===== config.mk =====
export PLATFORM = sky130hd
export DESIGN_NAME = vectoring_cordic
export DESIGN_NICKNAME = d
export VERILOG_FILES = /design/src/rtl/cordic_pkg.sv /design/src/rtl/cordic_gain_sat.sv /design/src/rtl/vectoring_cordic.sv
export SDC_FILE = /design/constraint.sdc
export NUM_CORES = 1
export LEC_CHECK = 0
export BUFFER_PORTS_ARGS = -buffer_cell sky130_fd_sc_hd__buf_2
export CORE_AREA = 2 2 232 234
export DETAILED_ROUTE_END_ITERATION = 16
export DIE_AREA = 0 0 234 236
export PLACE_DENSITY_LB_ADDON = 0.05
export SYNTH_ARGS = -nofsm -noshare
export SYNTH_HDL_FRONTEND = slang
export SYNTH_SLANG_ARGS = --single-unit

===== constraint.sdc =====
create_clock -name CLK -period 15.1 [get_ports CLK]
set_input_delay 2.265 -clock CLK [delete_from_list [all_inputs] [get_ports CLK]]
set_output_delay 2.265 -clock CLK [all_outputs]
set_load 0.005 [all_outputs]

===== src/rtl/cordic_pkg.sv =====
// Shared fixed-point constants for the rotational and vectoring CORDIC cores.
// Angles are signed radians with FRAC_LENGTH fractional bits (1.0 = 4096).
//   wl_of()    : total operand width from integer and fractional bit counts
//   PI, HALF_PI: angle constants in the common fixed-point format
//   SCALING    : 1/K, where K is the CORDIC gain, in the same format
//   atan_lut() : round(atan(2^-i) * 4096). Constant function, no storage.
package cordic_pkg;

  localparam int PI      = 12868;
  localparam int HALF_PI = 6434;
  localparam int SCALING = 2487;

  function automatic int wl_of(input int int_len, input int frac_len);
    return int_len + frac_len;
  endfunction

  function automatic int atan_lut(input int i);
    case (i)
      0:       return 3217;
      1:       return 1899;
      2:       return 1003;
      3:       return 509;
      4:       return 256;
      5:       return 128;
      6:       return 64;
      7:       return 32;
      8:       return 16;
      9:       return 8;
      10:      return 4;
      11:      return 2;
      default: return 0;
    endcase
  endfunction

endpackage


===== src/rtl/cordic_gain_sat.sv =====
// Combinational gain correction: multiplies by SCALING (1/K), drops
// FRAC_LENGTH fractional bits with an arithmetic shift and saturates
// the result to OUT_W signed bits.
//   din  : signed IN_W-bit value carrying CORDIC gain
//   dout : signed OUT_W-bit gain-corrected, clamped value
module cordic_gain_sat
  import cordic_pkg::*;
#(
  parameter int IN_W        = 20,
  parameter int OUT_W       = 18,
  parameter int FRAC_LENGTH = 12
) (
  input  logic signed [IN_W-1:0]  din,
  output logic signed [OUT_W-1:0] dout
);

  // 14 bits holds SCALING as a positive signed value.
  localparam int PW = IN_W + 14;
  localparam logic signed [PW-1:0] SCALE_S = PW'(SCALING);
  localparam logic signed [PW-1:0] MAX_V = {{(PW-OUT_W+1){1'b0}}, {(OUT_W-1){1'b1}}};
  localparam logic signed [PW-1:0] MIN_V = {{(PW-OUT_W+1){1'b1}}, {(OUT_W-1){1'b0}}};

  function automatic logic signed [OUT_W-1:0] sat_wl(input logic signed [PW-1:0] v);
    if (v > MAX_V)      return MAX_V[OUT_W-1:0];
    else if (v < MIN_V) return MIN_V[OUT_W-1:0];
    else                return v[OUT_W-1:0];
  endfunction

  logic signed [PW-1:0] prod;
  logic signed [PW-1:0] shifted;

  always_comb begin
    prod    = PW'(din) * SCALE_S;
    shifted = prod >>> FRAC_LENGTH;
    dout    = sat_wl(shifted);
  end

endmodule


===== src/rtl/vectoring_cordic.sv =====
// Iterative vectoring-mode CORDIC. Rotates (Xo, Yo) until Y reaches zero,
// returning the gain-corrected magnitude in XN and Zo + atan2(Yo, Xo) in ZN.
//   CLK, RST  : clock (rising edge), synchronous active-high reset
//   ENABLE    : start pulse, samples Xo/Yo/Zo; restarts an operation in flight
//   Xo, Yo, Zo: signed vector and angle offset, Q(INT_LENGTH.FRAC_LENGTH)
//   XN, YN, ZN: magnitude, residual Y (~0), angle; held until next result
//   Done      : one-cycle result-valid pulse, NUM_OF_ITERATIONS+1 edges after load
//   Busy      : high while micro-rotations are in progress
module vectoring_cordic
  import cordic_pkg::*;
#(
  parameter int INT_LENGTH        = 6,
  parameter int FRAC_LENGTH       = 12,
  parameter int NUM_OF_ITERATIONS = 12
) (
  input  logic                                       CLK,
  input  logic                                       RST,
  input  logic                                       ENABLE,
  input  logic signed [INT_LENGTH+FRAC_LENGTH-1:0]  Xo,
  input  logic signed [INT_LENGTH+FRAC_LENGTH-1:0]  Yo,
  input  logic signed [INT_LENGTH+FRAC_LENGTH-1:0]  Zo,
  output logic signed [INT_LENGTH+FRAC_LENGTH-1:0]  XN,
  output logic signed [INT_LENGTH+FRAC_LENGTH-1:0]  YN,
  output logic signed [INT_LENGTH+FRAC_LENGTH-1:0]  ZN,
  output logic                                       Done,
  output logic                                       Busy
);

  localparam int WL = wl_of(INT_LENGTH, FRAC_LENGTH);
  localparam int XW = WL + 2;
  localparam int CW = $clog2(NUM_OF_ITERATIONS) + 1;
  localparam logic [CW-1:0] LAST = CW'(NUM_OF_ITERATIONS);

  logic signed [XW-1:0] x_q, y_q;
  logic signed [WL-1:0] z_q, zo_q;
  logic [CW-1:0]        cnt_q;
  logic                 busy_q, done_q, zero_q;
  logic signed [WL-1:0] xn_q, yn_q, zn_q;

  logic signed [XW-1:0] xo_ext, yo_ext, x_sh, y_sh;
  logic signed [WL-1:0] atan_z;
  logic signed [WL-1:0] gx, gy;

  always_comb begin
    // Guard bits make -Xo exact even for the most negative input.
    xo_ext = XW'(Xo);
    yo_ext = XW'(Yo);
    x_sh   = x_q >>> cnt_q;
    y_sh   = y_q >>> cnt_q;
    atan_z = WL'(atan_lut(int'(cnt_q)));
  end

  cordic_gain_sat #(.IN_W(XW), .OUT_W(WL), .FRAC_LENGTH(FRAC_LENGTH)) u_gain_x (
    .din  (x_q),
    .dout (gx)
  );

  cordic_gain_sat #(.IN_W(XW), .OUT_W(WL), .FRAC_LENGTH(FRAC_LENGTH)) u_gain_y (
    .din  (y_q),
    .dout (gy)
  );

  always_ff @(posedge CLK) begin
    if (RST) begin
      x_q    <= '0;
      y_q    <= '0;
      z_q    <= '0;
      zo_q   <= '0;
      cnt_q  <= '0;
      busy_q <= 1'b0;
      done_q <= 1'b0;
      zero_q <= 1'b0;
      xn_q   <= '0;
      yn_q   <= '0;
      zn_q   <= '0;
    end else begin
      done_q <= 1'b0;
      if (busy_q && cnt_q == LAST) begin
        // Finish: a zero vector has no defined angle, so pass Zo through.
        xn_q   <= zero_q ? '0 : gx;
        yn_q   <= zero_q ? '0 : gy;
        zn_q   <= zero_q ? zo_q : z_q;
        done_q <= 1'b1;
        busy_q <= 1'b0;
      end else if (busy_q) begin
        // Micro-rotation: turn toward y = 0, accumulating the angle used.
        if (y_q < 0) begin
          x_q <= x_q - y_sh;
          y_q <= y_q + x_sh;
          z_q <= z_q - atan_z;
        end else begin
          x_q <= x_q + y_sh;
          y_q <= y_q - x_sh;
          z_q <= z_q + atan_z;
        end
        cnt_q <= cnt_q + CW'(1);
      end

      // Load overrides any iteration in progress; a finish on the same edge
      // still publishes its result.
      if (ENABLE) begin
        // Left half-plane inputs are reflected through the origin and the
        // angle pre-rotated by +/-PI so iterations stay in convergence range.
        if (Xo < 0) begin
          x_q <= -xo_ext;
          y_q <= -yo_ext;
          z_q <= (Yo >= 0) ? Zo + WL'(PI) : Zo - WL'(PI);
        end else begin
          x_q <= xo_ext;
          y_q <= yo_ext;
          z_q <= Zo;
        end
        zo_q   <= Zo;
        zero_q <= (Xo == '0) && (Yo == '0);
        cnt_q  <= '0;
        busy_q <= 1'b1;
      end
    end
  end

  assign XN   = xn_q;
  assign YN   = yn_q;
  assign ZN   = zn_q;
  assign Done = done_q;
  assign Busy = busy_q;

endmodule


Word level (Yosys, flattened, before mapping). Memories as Yosys holds them, arrays and structs flattened. A register that Yosys moved wholly into a read port is not among the register bits. Index checks and enable logic that the tools add are counted.

Bits of input ports: 57. Register bits: 138. Memories: 1. Logic and storage cells: 75. ROM bits: 192. Output and inout bits: 56.

Muxes and demuxes: 29. Magnitude comparators: 7. Eq/ne operators: 2. $mul: 2. Shift-type cells: 2. $add $sub $neg: 11. Bitwise gates (word level): 1. Reduce and logical (&&, ||, !) cells: 9.

Memory list: (no name shown) (depth 16, bits a word 12, rd ports 1, clocked after Yosys merged registers in 1, write ports 0, line cordic_pkg.sv:18) `case (i)`.

Operator list (number): $mux 18 (14); $mux 20 (10); $mul 20x13->33 const B (2); $gt 21x18->1 const B (2); $lt 21x18->1 const B (2); $add 20x20->20 (2); $neg 18->20 (2); $sshr 20x5->20 (2); $sub 20x20->20 (2); $logic_not 18->1 (2); $lt 20x1->1 const B (1); $add 18x15->18 const B (1); $add 18x18->18 (1); $ge 18x1->1 const B (1); $lt 18x1->1 const B (1); $sub 18x15->18 const B (1); $sub 18x18->18 (1); $mux 4 (2); $add 5x1->5 const B (1); $eq 5x4->1 const B (1); $reduce_and 2->1 (2); $reduce_bool 2->1 (2); $mux 1 (3); $logic_and 1x1->1 (2); other kinds (3) (3).

Longest topological paths before layout.
Depth in word-level cells: 6. Gate-level depth with buffers: 24. Mapped depth without buffers: 21.

Modules after synthesis. Synthesis repeated with hierarchy kept, for this count alone.

Cells, all modules: 2791. Area, all modules: 23966.7 um^2.

By module, submodules not included: vectoring_cordic (cells an instance 1597, seq. area each 3002.9 um^2, area each 13310.3 um^2, times used 1); cordic_gain_sat (u_gain_x) (cells an instance 609, seq. area each 0.0 um^2, area each 5385.2 um^2, times used 1); cordic_gain_sat (u_gain_y) (cells an instance 585, seq. area each 0.0 um^2, area each 5271.3 um^2, times used 1).

Least setup slack after synthesis. Ideal clock, no wire load.

Path kind: register -> register. Start: register y_q[19]. End: register yn_q[11], in the netlist YN[11]. Period minus slack after synthesis: 6.398 ns. Setup slack: 8.702 ns. Cell stages (with the launch flop): 24. Data arrival time: 6.338 ns. Required time: 15.040 ns. Library setup time: 0.060 ns. Path buffers: 4. Path through: dfxtp_1 clkbuf_1 inv_1 clkbuf_1 buf_1 fa_1 inv_1 fa_1 fa_1 inv_1 fa_1 inv_1 ha_1 a2111oi_0 o21ai_0 o21ai_0 o21ai_0 a41o_1 a211oi_2 o21ai_1 or4b_1 nor2_1 buf_2 a221o_1.

Longest elaborated chain between the ends: 5. Elaborated cells on any way between the ends: 6. Those cells by class: mul (1); order compare (2); mux (3).

RTL lines: from (decl) (line vectoring_cordic.sv:34) `logic signed [XW-1:0] x_q, y_q;`; from (signal assigned) (line vectoring_cordic.sv:89) `y_q <= y_q + x_sh;`; from (signal assigned) (line vectoring_cordic.sv:93) `y_q <= y_q - x_sh;`; from (signal assigned) (line vectoring_cordic.sv:106) `y_q <= -yo_ext;`; $mul 20x13->33 (*) (line cordic_gain_sat.sv:33) `prod = PW'(din) * SCALE_S;`; $lt 21x18->1 (line cordic_gain_sat.sv:25) `else if (v < MIN_V) return MIN_V[OUT_W-1:0];`; $mux 18 (line cordic_gain_sat.sv:25); $mux 18 (*) (line cordic_gain_sat.sv:24) `if (v > MAX_V) return MAX_V[OUT_W-1:0];`; $mux 18 (*) (line vectoring_cordic.sv:81) `yn_q <= zero_q ? '0 : gy;`; to (signal assigned) (line vectoring_cordic.sv:81); to (decl) (line vectoring_cordic.sv:38) `logic signed [WL-1:0] xn_q, yn_q, zn_q;`.

Every way passes the cells marked *; elsewhere a longest branch is shown, timed or not. A chain may end at the register's enable or synchronous reset.

Worst setup path in the final report.
Start: register y_q[9]. End: register yn_q[15], in the netlist YN[15].

Same word-level chain as after synthesis.

==> metrics.md <==
| Metric | Value |
|---|---|
| Outcome | complete, no violations |
| Yosys top cell by area | ha_1 |
| Root Buffer | clkbuf_16 |
| Detailed Place HPWL | 52100 um |
| Leak | 12.1 nW |
| Largest cells by area after synthesis | ha_1 16%, fa_1 16%, dfxtp_1 13% |
| WL final | 64700 um |
| Initial antenna violation count | 1 |
| Syn Std Cell Area | 0.0230 mm^2 |
| CTS H-Tree Depth | 4 |
| R2R Setup Slk | 8.26 ns |
| Post-synth ARST share | 0% |
| Later-pin clock latency in the skew report | 0.50 ns |
| RSZ-0062 raised after global routing | false |
| Die width | 234 um |
| Reg2reg start | y_q[9]$_SDFFE_PP0P_ |
| Hold Slack | 0.460 ns |
| First-pass GRT wire length | 104000 um |
| Worst VDD drop | 0.000136 V |
| Post-cts hold buffer count | 0 |
| Synth Register Bits | 150 |
| Required time of the critical path | 15.53 ns |
| Hold_sp | XN[17]$_SDFFE_PP0P_ |
| CP max FO | 14 |
| # IOs | 113 |
| Core Region | 0.0531 mm^2 |
| Crit end category | register |
| PwrDens | 188 mW/mm^2 |
| Nets@finish | 3276 |
| Layout cells sized above 1 | 9.64% |
| Average vias per placed instance | 5.50 |
| DR pass1 iterations | 4 |
| Residual DRC count | 0 |
| Resized cells post-CTS | 0 |
| Yosys warns | 0 |
| Starting Density | 43.3% |
| Synth Net Count | 3227 |
| Final Hold Fails | 0 |
| Grt ovf | 0 |
| Worst r2r path cells | 21 |
| Vias in the first global route | 19100 |
| IO Port Bufs | 112 |
| CTS tree | yes |
| Max Freq | 146 MHz |
| Period utilization | 45.3% |
| FILL cells | 5245 |
| Clk sink count | 150 |
| Min-delay worst type | reg2reg |
| Final setup fails | 0 |
| Max clock buf depth | 2 |
| Most instantiated cells after synthesis | 406 x inv_1, 299 x ha_1, 192 x nor2_1 |
| Number of synthesized flops with an enable pin | 0 |
| RR Endpoint | YN[15]$_SDFFE_PP0P_ |
| Count of cell types in the netlist | 90 |
| Setup TNS | 0 ns |
| Syn-to-layout area delta | 7.90% |
| Worst-Margin Slew | 0.909 ns |
| Antenna Violating Nets Remaining | 0 |
| Vias | 19000 |
| Mapped Cells | 2686 |
| Fin util | 46.7% |
| Critical Path Source | y_q[9]$_SDFFE_PP0P_ |
| Mapped Avg Cell Area | 8.55 um^2 |
| Avg WL per Cell | 18.8 um |
| Rows | 85 |
| Clock slew at reported path FFs | 0.06 ns |
| Max cap viols | 0 |
| GPL Wtd Cong | 0.870 |
| Top-area cell type share of the netlist area | 16.3% |
| CTS buffer count | 17 |
| Startpoint types | register |
| Final Slew Violations | 0 |
| Top FF cell, synth | dfxtp_1 |
| Data arrival, critical path | 7.27 ns |
| Setup bufs post-CTS | 0 |
| Die footprint | 0.0552 mm^2 |
| Worst Skew | 0.0224 ns |
| Min Clock Period, post-route | 6.84 ns |
| Total design power | 4.66 mW |
| DRT iter0 DRCs | 987 |
| Die H | 236 um |
| Largest net degree at the start of global routing | 80 |
| Sequential fraction of the synthesis area | 13.1% |
| Setup CP Type | reg2reg |
| Total track usage | 23.9% |
| Crit path capture | YN[15]$_SDFFE_PP0P_ |
| Slew Limit Headroom | 39.1% |
| Most numerous cell in the Yosys netlist | inv_1 |
## stage by stage
step | instance area [um^2] | std cells | setup slack [ns]
6_report | 24800 | 3445 | 8.26
5_1_grt | 24800 | 3444 | 7.61
4_1_cts | 24800 | 3444 | 8.26
3_5_place_dp | 24100 | 3412 | 8.25
3_3_place_gp | 24100 | 3412 | 8.43
2_1_floorplan | 23000 | 2686 | 8.70
## layout by cell type, fill, tap and decap left out, drive strengths merged, types with 8 or more instances in the layout
master	count
inv	414
xor2	102
a221oi	11
o21a	15
nor2	192
ha	299
a21oi	143
a31o	8
and2	17
o21ai	106
nand2b	20
dfxtp	150
mux4	45
xnor2	107
or4	8
nand3	29
nor4	12
a21o	42
or3	17
or2	16
and3	21
clkbuf	17
mux2i	66
nor2b	25
a31oi	21
o21bai	9
a221o	19
o31ai	20
a2111oi	9
nor3	48
mux2	11
nand2	186
o211ai	16
a211oi	93
buf	135
fa	185
## per-layer routing
layer | GRT usage (%) | vias up | routed length (um)
met2 | 39.1 | 345 | 30300
met3 | 2.88 | 65 | 2110
met4 | 7.38 | 0 | 1460
met1 | 32.8 | 9183 | 30900
met5 | 0 | - | 0
li1 | - | 9369 | -
## power breakdown
| group | switching [mW] | internal [mW] |
|---|---|---|
| combinational | 2.15 | 1.55 |
| clock | 0.213 | 0.268 |
| sequential | 0.0645 | 0.419 |
| total | 2.42 | 2.24 |
## sequential cells by signal, indices dropped and copies added, names as in the netlist, named ones only
register  flops
x_q          20
y_q          20
XN           18
YN           18
ZN           18
z_q          18
zo_q         18
cnt_q         5
Busy          1
Done          1
zero_q        1
## final cells by class
class | instances | area [um^2] | share of cell area, %
clock buffers | 17 | 425 | 1.72
clock inverters | 15 | 210 | 0.848
inverters | 408 | 1530 | 6.18
multi-input cells | 2023 | 18000 | 72.6
well taps | 696 | 871 | 3.51
diodes | 1 | 2.50 | 0.0101
flip-flops and latches | 150 | 3010 | 12.1
repair buffers | 135 | 738 | 2.98
## kinds of logic (layout without fill, tap and decap cells)
| logic type | count (synthesis) | after routing | share of synthesized area (%) |
|---|---|---|---|
| simple gates | 616 | 616 | 12.6 |
| compound gates | 592 | 592 | 17.4 |
| buf+inv | 513 | 575 | 8.61 |
| fa+ha+maj | 484 | 484 | 32.4 |
| xor+xnor | 209 | 209 | 7.97 |
| flops | 150 | 150 | 13.1 |
| mux | 122 | 122 | 7.88 |
| other cells | 0 | 1 | 0 |
## how the worst min path moves through the flow
stage,slack [ns],depth (start not counted),endpoint
after CTS,0.47,2,XN[8]$_SDFFE_PP0P_
final,0.46,2,XN[17]$_SDFFE_PP0P_
after floorplan,0.44,2,XN[8]$_SDFFE_PP0P_
after detailed placement,0.45,2,XN[8]$_SDFFE_PP0P_
after global routing,0.49,2,XN[17]$_SDFFE_PP0P_
after global placement,0.45,2,XN[17]$_SDFFE_PP0P_
## worst max-delay path: stages (launching register included)
cell and delay [ns]:
dfxtp_1 0.70, ha_1 0.42, xor2_1 0.17, ha_1 0.18, a21o_1 0.16, fa_1 0.48
fa_1 0.50, inv_1 0.05, fa_1 0.53, inv_1 0.05, ha_1 0.30, a21oi_1 0.13
o21ai_0 0.09, a21oi_1 0.30, o41ai_1 0.13, buf_4 0.16, a41o_1 0.30, a211oi_2 0.35
o21ai_1 0.24, or4b_1 0.58, nor2_1 0.72, a221o_1 0.21
Note: power is estimated with default switching activity, not from simulation.
